--- src/rtl/mem_request_sequencer_if.sv ---
// CPU-side request ports and SPI memory controller handshake, bundled for the
// request sequencer. The master view belongs to the sequencer; the slave view
// is the surrounding CPU plus controller.
interface mem_request_sequencer_if;
    logic        ifetch_req_in;
    logic [15:0] ifetch_addr_in;
    logic [15:0] ifetch_data_out;
    logic        ifetch_ack_out;

    logic        dmem_req_in;
    logic        dmem_we_in;
    logic [15:0] dmem_addr_in;
    logic [7:0]  dmem_wdata_in;
    logic [7:0]  dmem_rdata_out;
    logic        dmem_ack_out;

    logic [15:0] mem_addr_out;
    logic        mem_addr_valid_out;
    logic [1:0]  mem_type_out;
    logic [7:0]  mem_wdata_out;
    logic [15:0] mem_flash_data_in;
    logic        mem_flash_valid_in;
    logic [7:0]  mem_psram_data_in;
    logic        mem_psram_valid_in;
    logic        mem_busy_in;

    modport master (
        input  ifetch_req_in, ifetch_addr_in,
               dmem_req_in, dmem_we_in, dmem_addr_in, dmem_wdata_in,
               mem_flash_data_in, mem_flash_valid_in,
               mem_psram_data_in, mem_psram_valid_in, mem_busy_in,
        output ifetch_data_out, ifetch_ack_out,
               dmem_rdata_out, dmem_ack_out,
               mem_addr_out, mem_addr_valid_out, mem_type_out, mem_wdata_out
    );

    modport slave (
        output ifetch_req_in, ifetch_addr_in,
               dmem_req_in, dmem_we_in, dmem_addr_in, dmem_wdata_in,
               mem_flash_data_in, mem_flash_valid_in,
               mem_psram_data_in, mem_psram_valid_in, mem_busy_in,
        input  ifetch_data_out, ifetch_ack_out,
               dmem_rdata_out, dmem_ack_out,
               mem_addr_out, mem_addr_valid_out, mem_type_out, mem_wdata_out
    );
endinterface

--- src/rtl/mem_request_sequencer.sv ---
// Memory request sequencer: arbitrates instruction fetch and data requests
// into single SPI controller transactions and keeps a one-word instruction
// prefetch buffer holding the word after the last missed fetch.
module mem_request_sequencer #(
    parameter bit PREFETCH_EN = 1'b1
) (
    input  logic                          clk_in,
    input  logic                          reset_n_in,
    mem_request_sequencer_if.master       bus
);

    typedef enum logic [1:0] {IDLE, WAIT_BUSY, WAIT_DONE, ACK} state_t;
    typedef enum logic [1:0] {OWN_NONE, OWN_IFETCH, OWN_DMEM, OWN_PREFETCH} owner_t;

    localparam logic [1:0] TYPE_IDLE   = 2'd0;
    localparam logic [1:0] FLASH_READ  = 2'd1;
    localparam logic [1:0] PSRAM_READ  = 2'd2;
    localparam logic [1:0] PSRAM_WRITE = 2'd3;

    state_t      state;
    owner_t      owner;
    logic        write_op;

    logic        buf_valid;
    logic [15:0] buf_addr;
    logic [15:0] buf_data;
    logic        pf_pending;
    logic [15:0] pf_addr;

    logic [15:0] ifetch_data;
    logic        ifetch_ack;
    logic [7:0]  dmem_rdata;
    logic        dmem_ack;
    logic [15:0] mem_addr;
    logic        mem_addr_valid;
    logic [1:0]  mem_type;
    logic [7:0]  mem_wdata;

    logic [15:0] fetch_word_addr;
    logic        buf_hit;

    // Fetch addresses are word aligned; the hit test compares word addresses.
    assign fetch_word_addr = bus.ifetch_addr_in & 16'hFFFE;
    assign buf_hit         = bus.ifetch_req_in && buf_valid && (fetch_word_addr == buf_addr);

    assign bus.ifetch_data_out    = ifetch_data;
    assign bus.ifetch_ack_out     = ifetch_ack;
    assign bus.dmem_rdata_out     = dmem_rdata;
    assign bus.dmem_ack_out       = dmem_ack;
    assign bus.mem_addr_out       = mem_addr;
    assign bus.mem_addr_valid_out = mem_addr_valid;
    assign bus.mem_type_out       = mem_type;
    assign bus.mem_wdata_out      = mem_wdata;

    // Sequencer FSM: selection, controller handshake, capture and ack pulses.
    always_ff @(posedge clk_in or negedge reset_n_in) begin
        if (!reset_n_in) begin
            state          <= IDLE;
            owner          <= OWN_NONE;
            write_op       <= 1'b0;
            buf_valid      <= 1'b0;
            buf_addr       <= '0;
            buf_data       <= '0;
            pf_pending     <= 1'b0;
            pf_addr        <= '0;
            ifetch_data    <= '0;
            ifetch_ack     <= 1'b0;
            dmem_rdata     <= '0;
            dmem_ack       <= 1'b0;
            mem_addr       <= '0;
            mem_addr_valid <= 1'b0;
            mem_type       <= TYPE_IDLE;
            mem_wdata      <= '0;
        end else begin
            // Pulses last one cycle; the type field follows the valid pulse.
            mem_addr_valid <= 1'b0;
            mem_type       <= TYPE_IDLE;
            ifetch_ack     <= 1'b0;
            dmem_ack       <= 1'b0;

            case (state)
                IDLE: begin
                    if (!bus.mem_busy_in) begin
                        if (buf_hit) begin
                            ifetch_data <= buf_data;
                            buf_valid   <= 1'b0;
                            ifetch_ack  <= 1'b1;
                            owner       <= OWN_IFETCH;
                            state       <= ACK;
                        end else if (bus.dmem_req_in) begin
                            mem_addr       <= bus.dmem_addr_in;
                            mem_type       <= bus.dmem_we_in ? PSRAM_WRITE : PSRAM_READ;
                            mem_wdata      <= bus.dmem_wdata_in;
                            mem_addr_valid <= 1'b1;
                            write_op       <= bus.dmem_we_in;
                            owner          <= OWN_DMEM;
                            state          <= WAIT_BUSY;
                        end else if (bus.ifetch_req_in) begin
                            // A miss makes the buffered word and any pending prefetch stale.
                            mem_addr       <= fetch_word_addr;
                            mem_type       <= FLASH_READ;
                            mem_addr_valid <= 1'b1;
                            buf_valid      <= 1'b0;
                            pf_pending     <= 1'b0;
                            write_op       <= 1'b0;
                            owner          <= OWN_IFETCH;
                            state          <= WAIT_BUSY;
                        end else if (PREFETCH_EN && pf_pending) begin
                            mem_addr       <= pf_addr;
                            mem_type       <= FLASH_READ;
                            mem_addr_valid <= 1'b1;
                            write_op       <= 1'b0;
                            owner          <= OWN_PREFETCH;
                            state          <= WAIT_BUSY;
                        end
                    end
                end

                WAIT_BUSY: begin
                    if (bus.mem_busy_in) begin
                        state <= WAIT_DONE;
                    end
                end

                WAIT_DONE: begin
                    // The controller's data valid pulse coincides with busy falling.
                    if (!bus.mem_busy_in) begin
                        case (owner)
                            OWN_IFETCH: begin
                                if (bus.mem_flash_valid_in) begin
                                    ifetch_data <= bus.mem_flash_data_in;
                                end
                                pf_pending <= 1'b1;
                                pf_addr    <= mem_addr + 16'd2;
                                ifetch_ack <= 1'b1;
                                state      <= ACK;
                            end
                            OWN_PREFETCH: begin
                                if (bus.mem_flash_valid_in) begin
                                    buf_data <= bus.mem_flash_data_in;
                                end
                                buf_addr   <= pf_addr;
                                buf_valid  <= 1'b1;
                                pf_pending <= 1'b0;
                                owner      <= OWN_NONE;
                                state      <= IDLE;
                            end
                            OWN_DMEM: begin
                                if (!write_op && bus.mem_psram_valid_in) begin
                                    dmem_rdata <= bus.mem_psram_data_in;
                                end
                                dmem_ack <= 1'b1;
                                state    <= ACK;
                            end
                            default: begin
                                owner <= OWN_NONE;
                                state <= IDLE;
                            end
                        endcase
                    end
                end

                ACK: begin
                    owner <= OWN_NONE;
                    state <= IDLE;
                end

                default: begin
                    state <= IDLE;
                end
            endcase
        end
    end

endmodule

--- src/flat_wrapper.sv ---
// flat-port wrapper written by rule: the top's interface ports become plain ports
module mem_request_sequencer_flat 
#(
    parameter bit PREFETCH_EN = 1'b1
)
  (clk_in, reset_n_in, bus_ifetch_req_in, bus_ifetch_addr_in, bus_dmem_req_in, bus_dmem_we_in, bus_dmem_addr_in, bus_dmem_wdata_in, bus_mem_flash_data_in, bus_mem_flash_valid_in, bus_mem_psram_data_in, bus_mem_psram_valid_in, bus_mem_busy_in, bus_ifetch_data_out, bus_ifetch_ack_out, bus_dmem_rdata_out, bus_dmem_ack_out, bus_mem_addr_out, bus_mem_addr_valid_out, bus_mem_type_out, bus_mem_wdata_out);
  mem_request_sequencer_if bus_i ();
  input  logic clk_in;
  input  logic reset_n_in;
  input wire logic [$bits(bus_i.ifetch_req_in)-1:0] bus_ifetch_req_in;
  input wire logic [$bits(bus_i.ifetch_addr_in)-1:0] bus_ifetch_addr_in;
  input wire logic [$bits(bus_i.dmem_req_in)-1:0] bus_dmem_req_in;
  input wire logic [$bits(bus_i.dmem_we_in)-1:0] bus_dmem_we_in;
  input wire logic [$bits(bus_i.dmem_addr_in)-1:0] bus_dmem_addr_in;
  input wire logic [$bits(bus_i.dmem_wdata_in)-1:0] bus_dmem_wdata_in;
  input wire logic [$bits(bus_i.mem_flash_data_in)-1:0] bus_mem_flash_data_in;
  input wire logic [$bits(bus_i.mem_flash_valid_in)-1:0] bus_mem_flash_valid_in;
  input wire logic [$bits(bus_i.mem_psram_data_in)-1:0] bus_mem_psram_data_in;
  input wire logic [$bits(bus_i.mem_psram_valid_in)-1:0] bus_mem_psram_valid_in;
  input wire logic [$bits(bus_i.mem_busy_in)-1:0] bus_mem_busy_in;
  output wire logic [$bits(bus_i.ifetch_data_out)-1:0] bus_ifetch_data_out;
  output wire logic [$bits(bus_i.ifetch_ack_out)-1:0] bus_ifetch_ack_out;
  output wire logic [$bits(bus_i.dmem_rdata_out)-1:0] bus_dmem_rdata_out;
  output wire logic [$bits(bus_i.dmem_ack_out)-1:0] bus_dmem_ack_out;
  output wire logic [$bits(bus_i.mem_addr_out)-1:0] bus_mem_addr_out;
  output wire logic [$bits(bus_i.mem_addr_valid_out)-1:0] bus_mem_addr_valid_out;
  output wire logic [$bits(bus_i.mem_type_out)-1:0] bus_mem_type_out;
  output wire logic [$bits(bus_i.mem_wdata_out)-1:0] bus_mem_wdata_out;
  assign bus_i.ifetch_req_in = bus_ifetch_req_in;
  assign bus_i.ifetch_addr_in = bus_ifetch_addr_in;
  assign bus_i.dmem_req_in = bus_dmem_req_in;
  assign bus_i.dmem_we_in = bus_dmem_we_in;
  assign bus_i.dmem_addr_in = bus_dmem_addr_in;
  assign bus_i.dmem_wdata_in = bus_dmem_wdata_in;
  assign bus_i.mem_flash_data_in = bus_mem_flash_data_in;
  assign bus_i.mem_flash_valid_in = bus_mem_flash_valid_in;
  assign bus_i.mem_psram_data_in = bus_mem_psram_data_in;
  assign bus_i.mem_psram_valid_in = bus_mem_psram_valid_in;
  assign bus_i.mem_busy_in = bus_mem_busy_in;
  assign bus_ifetch_data_out = bus_i.ifetch_data_out;
  assign bus_ifetch_ack_out = bus_i.ifetch_ack_out;
  assign bus_dmem_rdata_out = bus_i.dmem_rdata_out;
  assign bus_dmem_ack_out = bus_i.dmem_ack_out;
  assign bus_mem_addr_out = bus_i.mem_addr_out;
  assign bus_mem_addr_valid_out = bus_i.mem_addr_valid_out;
  assign bus_mem_type_out = bus_i.mem_type_out;
  assign bus_mem_wdata_out = bus_i.mem_wdata_out;
  mem_request_sequencer #(.PREFETCH_EN(PREFETCH_EN)) u_core (.clk_in(clk_in), .reset_n_in(reset_n_in), .bus(bus_i));
endmodule
--- config.mk ---
export PLATFORM = sky130hd
export DESIGN_NAME = mem_request_sequencer_flat
export DESIGN_NICKNAME = d
export VERILOG_FILES = /design/src/rtl/mem_request_sequencer_if.sv /design/src/rtl/mem_request_sequencer.sv /design/src/flat_wrapper.sv
export SDC_FILE = /design/constraint.sdc
export NUM_CORES = 1
export LEC_CHECK = 0
export BUFFER_PORTS_ARGS = -buffer_cell sky130_fd_sc_hd__buf_2
export CORE_UTILIZATION = 56
export CTS_BUF_LIST = sky130_fd_sc_hd__clkbuf_8
export CTS_CLUSTER_SIZE = 8
export DETAILED_ROUTE_END_ITERATION = 6
export GPL_TIMING_DRIVEN = 1
export HOLD_SLACK_MARGIN = 0.03
export PLACE_DENSITY = 0.83
export SLEW_MARGIN = 0
export SYNTH_ARGS = -nofsm -noshare
export SYNTH_HDL_FRONTEND = slang
export SYNTH_SLANG_ARGS = --single-unit
--- constraint.sdc ---
create_clock -name clk_in -period 2.3 [get_ports clk_in]
set_input_delay 0 -clock clk_in [delete_from_list [all_inputs] [get_ports clk_in]]
set_output_delay 0 -clock clk_in [all_outputs]
set_load 0.05 [all_outputs]
==> metrics.txt <==
# TYPE chip_impl_metric gauge
chip_impl_metric{name="synth_warn",unit=""} 0
chip_impl_metric{name="vias",unit=""} 3808
chip_impl_info{name="commonest_cells_after_routing_fill_and_taps_aside",value="122 x buf_2, 108 x dfrtp_1, 79 x mux2_2"} 1
chip_impl_metric{name="grt_use_met1",unit="%"} 31.9
chip_impl_metric{name="max_freq",unit="MHz"} 481
chip_impl_metric{name="power.leakage",unit="nW"} 3.37
chip_impl_metric{name="total_of_flip_flops_plus_latches_after_synthesis",unit=""} 108
chip_impl_metric{name="dpl-instance-area",unit="µm²"} 5910
chip_impl_metric{name="postLayoutCellArea",unit="µm²"} 6610
chip_impl_metric{name="die_area",unit="µm²"} 9630
chip_impl_metric{name="internal-power",unit="W"} 0.00447
chip_impl_info{name="crit-reg2reg-launch",value="u_core.buf_addr[8]$_DFFE_PN0P_"} 1
chip_impl_info{name="result_of_the_run",value="finished, violations left"} 1
chip_impl_metric{name="grt_use_total",unit="%"} 25.0
chip_impl_info{name="worstSetupPathType",value="reg2reg"} 1
chip_impl_info{name="failed_checks",value="design-rule violations"} 1
chip_impl_metric{name="layout.core_utilization",unit="%"} 74.6
chip_impl_info{name="cts_tree",value="yes"} 1
chip_impl_metric{name="vdd_ir_drop_max",unit="mV"} 0.761
chip_impl_metric{name="timing.slew.headroom",unit="%"} 62.8
chip_impl_metric{name="synth.avg_cell_area",unit="µm²"} 12.3
chip_impl_metric{name="clock_tree.htree_level_count",unit=""} 3
chip_impl_metric{name="design.final.nets",unit=""} 667
chip_impl_metric{name="final_min_period_over_clock_period",unit="%"} 90.5
chip_impl_metric{name="flow.area_growth_from_synthesis",unit="%"} 27.7
chip_impl_metric{name="synthesis.nets",unit=""} 495
chip_impl_metric{name="worst_slew_pin_slew",unit="ps"} 559
chip_impl_metric{name="cts-root-to-sink-buffers",unit=""} 2
chip_impl_info{name="worstSetupStartpointType",value="flip-flop"} 1
chip_impl_metric{name="number_of_drc_violations_after_detailed_routing",unit=""} 7
chip_impl_metric{name="setup_slack",unit="ps"} 219
chip_impl_metric{name="routed_via_density",unit=""} 5.41
chip_impl_metric{name="antenna_violating_nets_post_route",unit=""} 0
chip_impl_metric{name="synth_cell_area",unit="µm²"} 5170
chip_impl_metric{name="grt_start_max_net_pins",unit=""} 54
chip_impl_metric{name="sequential_cell_area",unit="µm²"} 2700
chip_impl_metric{name="number_of_fill_cells_in_the_layout",unit=""} 615
chip_impl_metric{name="drt-pass1-iter-count",unit=""} 6
chip_impl_metric{name="share_of_post_route_cells_with_drive_strength_above_1",unit="%"} 40.9
chip_impl_metric{name="cp_max_fo",unit=""} 19
chip_impl_metric{name="p_sw_share",unit="%"} 44.0
chip_impl_metric{name="netSwitchingPower",unit="W"} 0.00352
chip_impl_metric{name="chipWidth",unit="µm"} 98.1
chip_impl_metric{name="p_comb_share",unit="%"} 45.5
chip_impl_metric{name="max_cap_violations",unit=""} 0
chip_impl_metric{name="power_density",unit="nW/µm²"} 1210
chip_impl_metric{name="multi_input_gate_area",unit="µm²"} 2320
chip_impl_info{name="layout_commonest_cell",value="buf_2"} 1
chip_impl_metric{name="clock_transition_at_the_register_clock_pins_on_the_worst_setup_and_hold_paths_after_cts",unit="ps"} 110
chip_impl_metric{name="p_total",unit="W"} 0.00799
chip_impl_metric{name="insertedDiodeCount",unit=""} 0
chip_impl_info{name="holdCritPathClass",value="in2reg"} 1
chip_impl_metric{name="hpwl",unit="µm"} 7610
chip_impl_metric{name="hold_viol",unit=""} 0
chip_impl_info{name="clock_tree.root_cell",value="clkbuf_8"} 1
chip_impl_metric{name="clock_sink_count",unit=""} 108
chip_impl_metric{name="portBuffers",unit=""} 123
chip_impl_metric{name="initial_drt_markers",unit=""} 238
chip_impl_metric{name="syn_inst",unit=""} 419
chip_impl_metric{name="critPathArrivalTime",unit="ps"} 2330
chip_impl_metric{name="floorplan.rows",unit=""} 34
chip_impl_metric{name="core_area",unit="µm²"} 8850
chip_impl_metric{name="final-max-slew-violation-count",unit=""} 0
chip_impl_metric{name="grt_overflow",unit=""} 0
chip_impl_metric{name="cts_resized",unit=""} 0
chip_impl_metric{name="routed_wire_length_per_instance",unit="µm"} 16.1
chip_impl_metric{name="ys_seq_area_share",unit="%"} 52.2
chip_impl_metric{name="setup-tns-final",unit="ps"} 0
chip_impl_metric{name="setup.reg_to_reg.worst_slack",unit="ps"} 220
chip_impl_info{name="cp-startpoint",value="u_core.buf_addr[8]$_DFFE_PN0P_"} 1
chip_impl_metric{name="placer_congestion_estimate",unit=""} 0.823
chip_impl_metric{name="antenna_violations_before_repair",unit=""} 0
chip_impl_info{name="min_from",value="bus_ifetch_addr_in[13]"} 1
chip_impl_metric{name="worst_skew_pair.late_latency",unit="ps"} 370
chip_impl_metric{name="first_pass_grt_wire_length",unit="µm"} 18900
chip_impl_metric{name="cts_made_buffers",unit=""} 9
chip_impl_metric{name="vias_in_the_first_global_route",unit=""} 4016
chip_impl_metric{name="boundaryPins",unit=""} 125
chip_impl_metric{name="gr-usage-met2",unit="%"} 43.2
chip_impl_metric{name="worst_setup_slack_after_placement",unit="ps"} 242
chip_impl_info{name="grt.busiest_layer",value="met2"} 1
chip_impl_metric{name="global_route.usage.met3",unit="%"} 3.65
chip_impl_metric{name="power_frac_seq",unit="%"} 40.8
chip_impl_info{name="rsz0062_at_grt",value="false"} 1
chip_impl_metric{name="start_util",unit="%"} 58.5
chip_impl_metric{name="routed_wl",unit="µm"} 11300
chip_impl_metric{name="critical_path_required",unit="ps"} 2550
chip_impl_metric{name="post_synth_num_cell_types",unit=""} 42
chip_impl_metric{name="fin_skew",unit="ps"} 17.2
chip_impl_metric{name="period_minus_slack",unit="ps"} 2080
chip_impl_metric{name="setup_viol",unit=""} 0
chip_impl_metric{name="fp.dieH",unit="µm"} 98.1
chip_impl_metric{name="clockPowerShare",unit="%"} 13.7
chip_impl_info{name="setup.worst_path.end_class",value="flip-flop"} 1
## synth_stat cells
master / n / area [µm²]
inv_1: 9 / 33.8
nand4_2: 1 / 12.5
xnor2_1: 7 / 61.3
or2_2: 1 / 6.26
o21a_1: 1 / 7.51
nand4_1: 3 / 18.8
nand2_2: 1 / 6.26
nor4_1: 1 / 6.26
a22o_1: 1 / 8.76
dfrtp_1: 108 / 2700
a21oi_1: 7 / 35.0
nor2_1: 11 / 41.3
buf_1: 1 / 3.75
a2bb2oi_1: 1 / 8.76
nand3_1: 7 / 35.0
ha_1: 4 / 50.1
buf_6: 1 / 11.3
xor2_1: 21 / 184
o32a_1: 1 / 10.0
buf_4: 3 / 22.5
and4_1: 1 / 8.76
or4_1: 1 / 7.51
a22oi_1: 1 / 7.51
mux2_2: 79 / 890
o22ai_1: 2 / 12.5
o21ai_0: 31 / 155
clkbuf_1: 11 / 41.3
nand2_1: 42 / 158
mux2_4: 10 / 150
and2b_1: 1 / 7.51
mux2i_1: 19 / 190
a211oi_1: 1 / 7.51
buf_2: 4 / 20.0
buf_8: 1 / 15.0
nand3b_1: 3 / 22.5
nor3_1: 5 / 25.0
and3b_1: 2 / 17.5
nand2b_1: 1 / 6.26
nand3_2: 1 / 10.0
a21oi_4: 1 / 16.3
nor4_2: 4 / 50.1
mux2_1: 8 / 90.1
## power by group through the flow
stage	logic [W]	registers, W	clock network (W)
after global placement	0.00348	0.00321	0
after CTS	0.00366	0.00324	0.00112
after floorplan	0.00154	0.00441	0
after detailed placement	0.00358	0.00328	0
final	0.00364	0.00326	0.00109
after global routing	0.00388	0.00336	0.00119
## path summary, 6_finish.rpt
| path | endpoint | cells past startpoint |
|---|---|---|
| setup reg to reg | u_core.bus.mem_addr_out[1]$_DFFE_PN0P_ | 6 |
| hold reg to reg | u_core.buf_data[13]$_DFFE_PN0P_ | 1 |
| min in group asynchronous | u_core.bus.mem_addr_out[8]$_DFFE_PN0P_ | 2 |
| setup / recovery | u_core.bus.mem_addr_out[1]$_DFFE_PN0P_ | 6 |
| max in group asynchronous | u_core.pf_addr[1]$_DFFE_PN0P_ | 3 |
| hold / removal | u_core.bus.mem_addr_out[13]$_DFFE_PN0P_ | 4 |
## per-layer routing
layer  vias to the layer above  wire length, µm
met5                         -                0
met4                         0              204
met3                        19              564
met2                       141             5640
met1                      1841             4920
li1                       1807                -
## logic make-up (layout without fill, tap and decap cells)
| kind of cell | Yosys count | after routing | synth area share (%) |
|---|---|---|---|
| simple gates | 86 | 86 | 8.49 |
| flops | 108 | 108 | 52.2 |
| fa+ha+maj | 4 | 4 | 0.967 |
| compound gates | 47 | 47 | 5.20 |
| buf+inv | 30 | 207 | 2.85 |
| mux | 116 | 116 | 25.5 |
| xor+xnor | 28 | 28 | 4.74 |
## repair_timing
item / CTS / global route
endpoints found under the hold margin: 153 / 0
buffers inserted: 0 / 0
hold buffers: 51 / 0
## layout make-up
class / count / area share, %
inverters: 9 / 0.511
clock inverters: 6 / 0.701
flip-flops and latches: 108 / 40.9
clock buffers: 10 / 2.08
repair buffers: 182 / 18.6
well taps: 108 / 2.05
multi-input cells: 281 / 35.2
## through the flow
step | cells | hold WS [ps]
2_1_floorplan | 419 | -296
6_report | 704 | 70.7
3_3_place_gp | 637 | -25.3
4_1_cts | 704 | 70.2
3_5_place_dp | 637 | -13.7
5_1_grt | 704 | 69.9
## flip-flops by register name, indices dropped and copies added, names as in the netlist, 2 cells and up
signal	count
u_core.buf_data	16
u_core.state	2
u_core.owner	2
u_core.bus.dmem_rdata_out	8
u_core.buf_addr	16
u_core.bus.mem_addr_out	16
u_core.bus.mem_wdata_out	8
u_core.bus.ifetch_data_out	16
u_core.bus.mem_type_out	2
u_core.pf_addr	16
## critical path: stages (launching register included)
cell and delay, ps:
dfrtp_1 410, xor2_1 180, nor4_2 340, nand4_2 260, nand3b_1 230, buf_12 190
mux2_2 340
No activity file was read; power rests on OpenSTA's default activity.
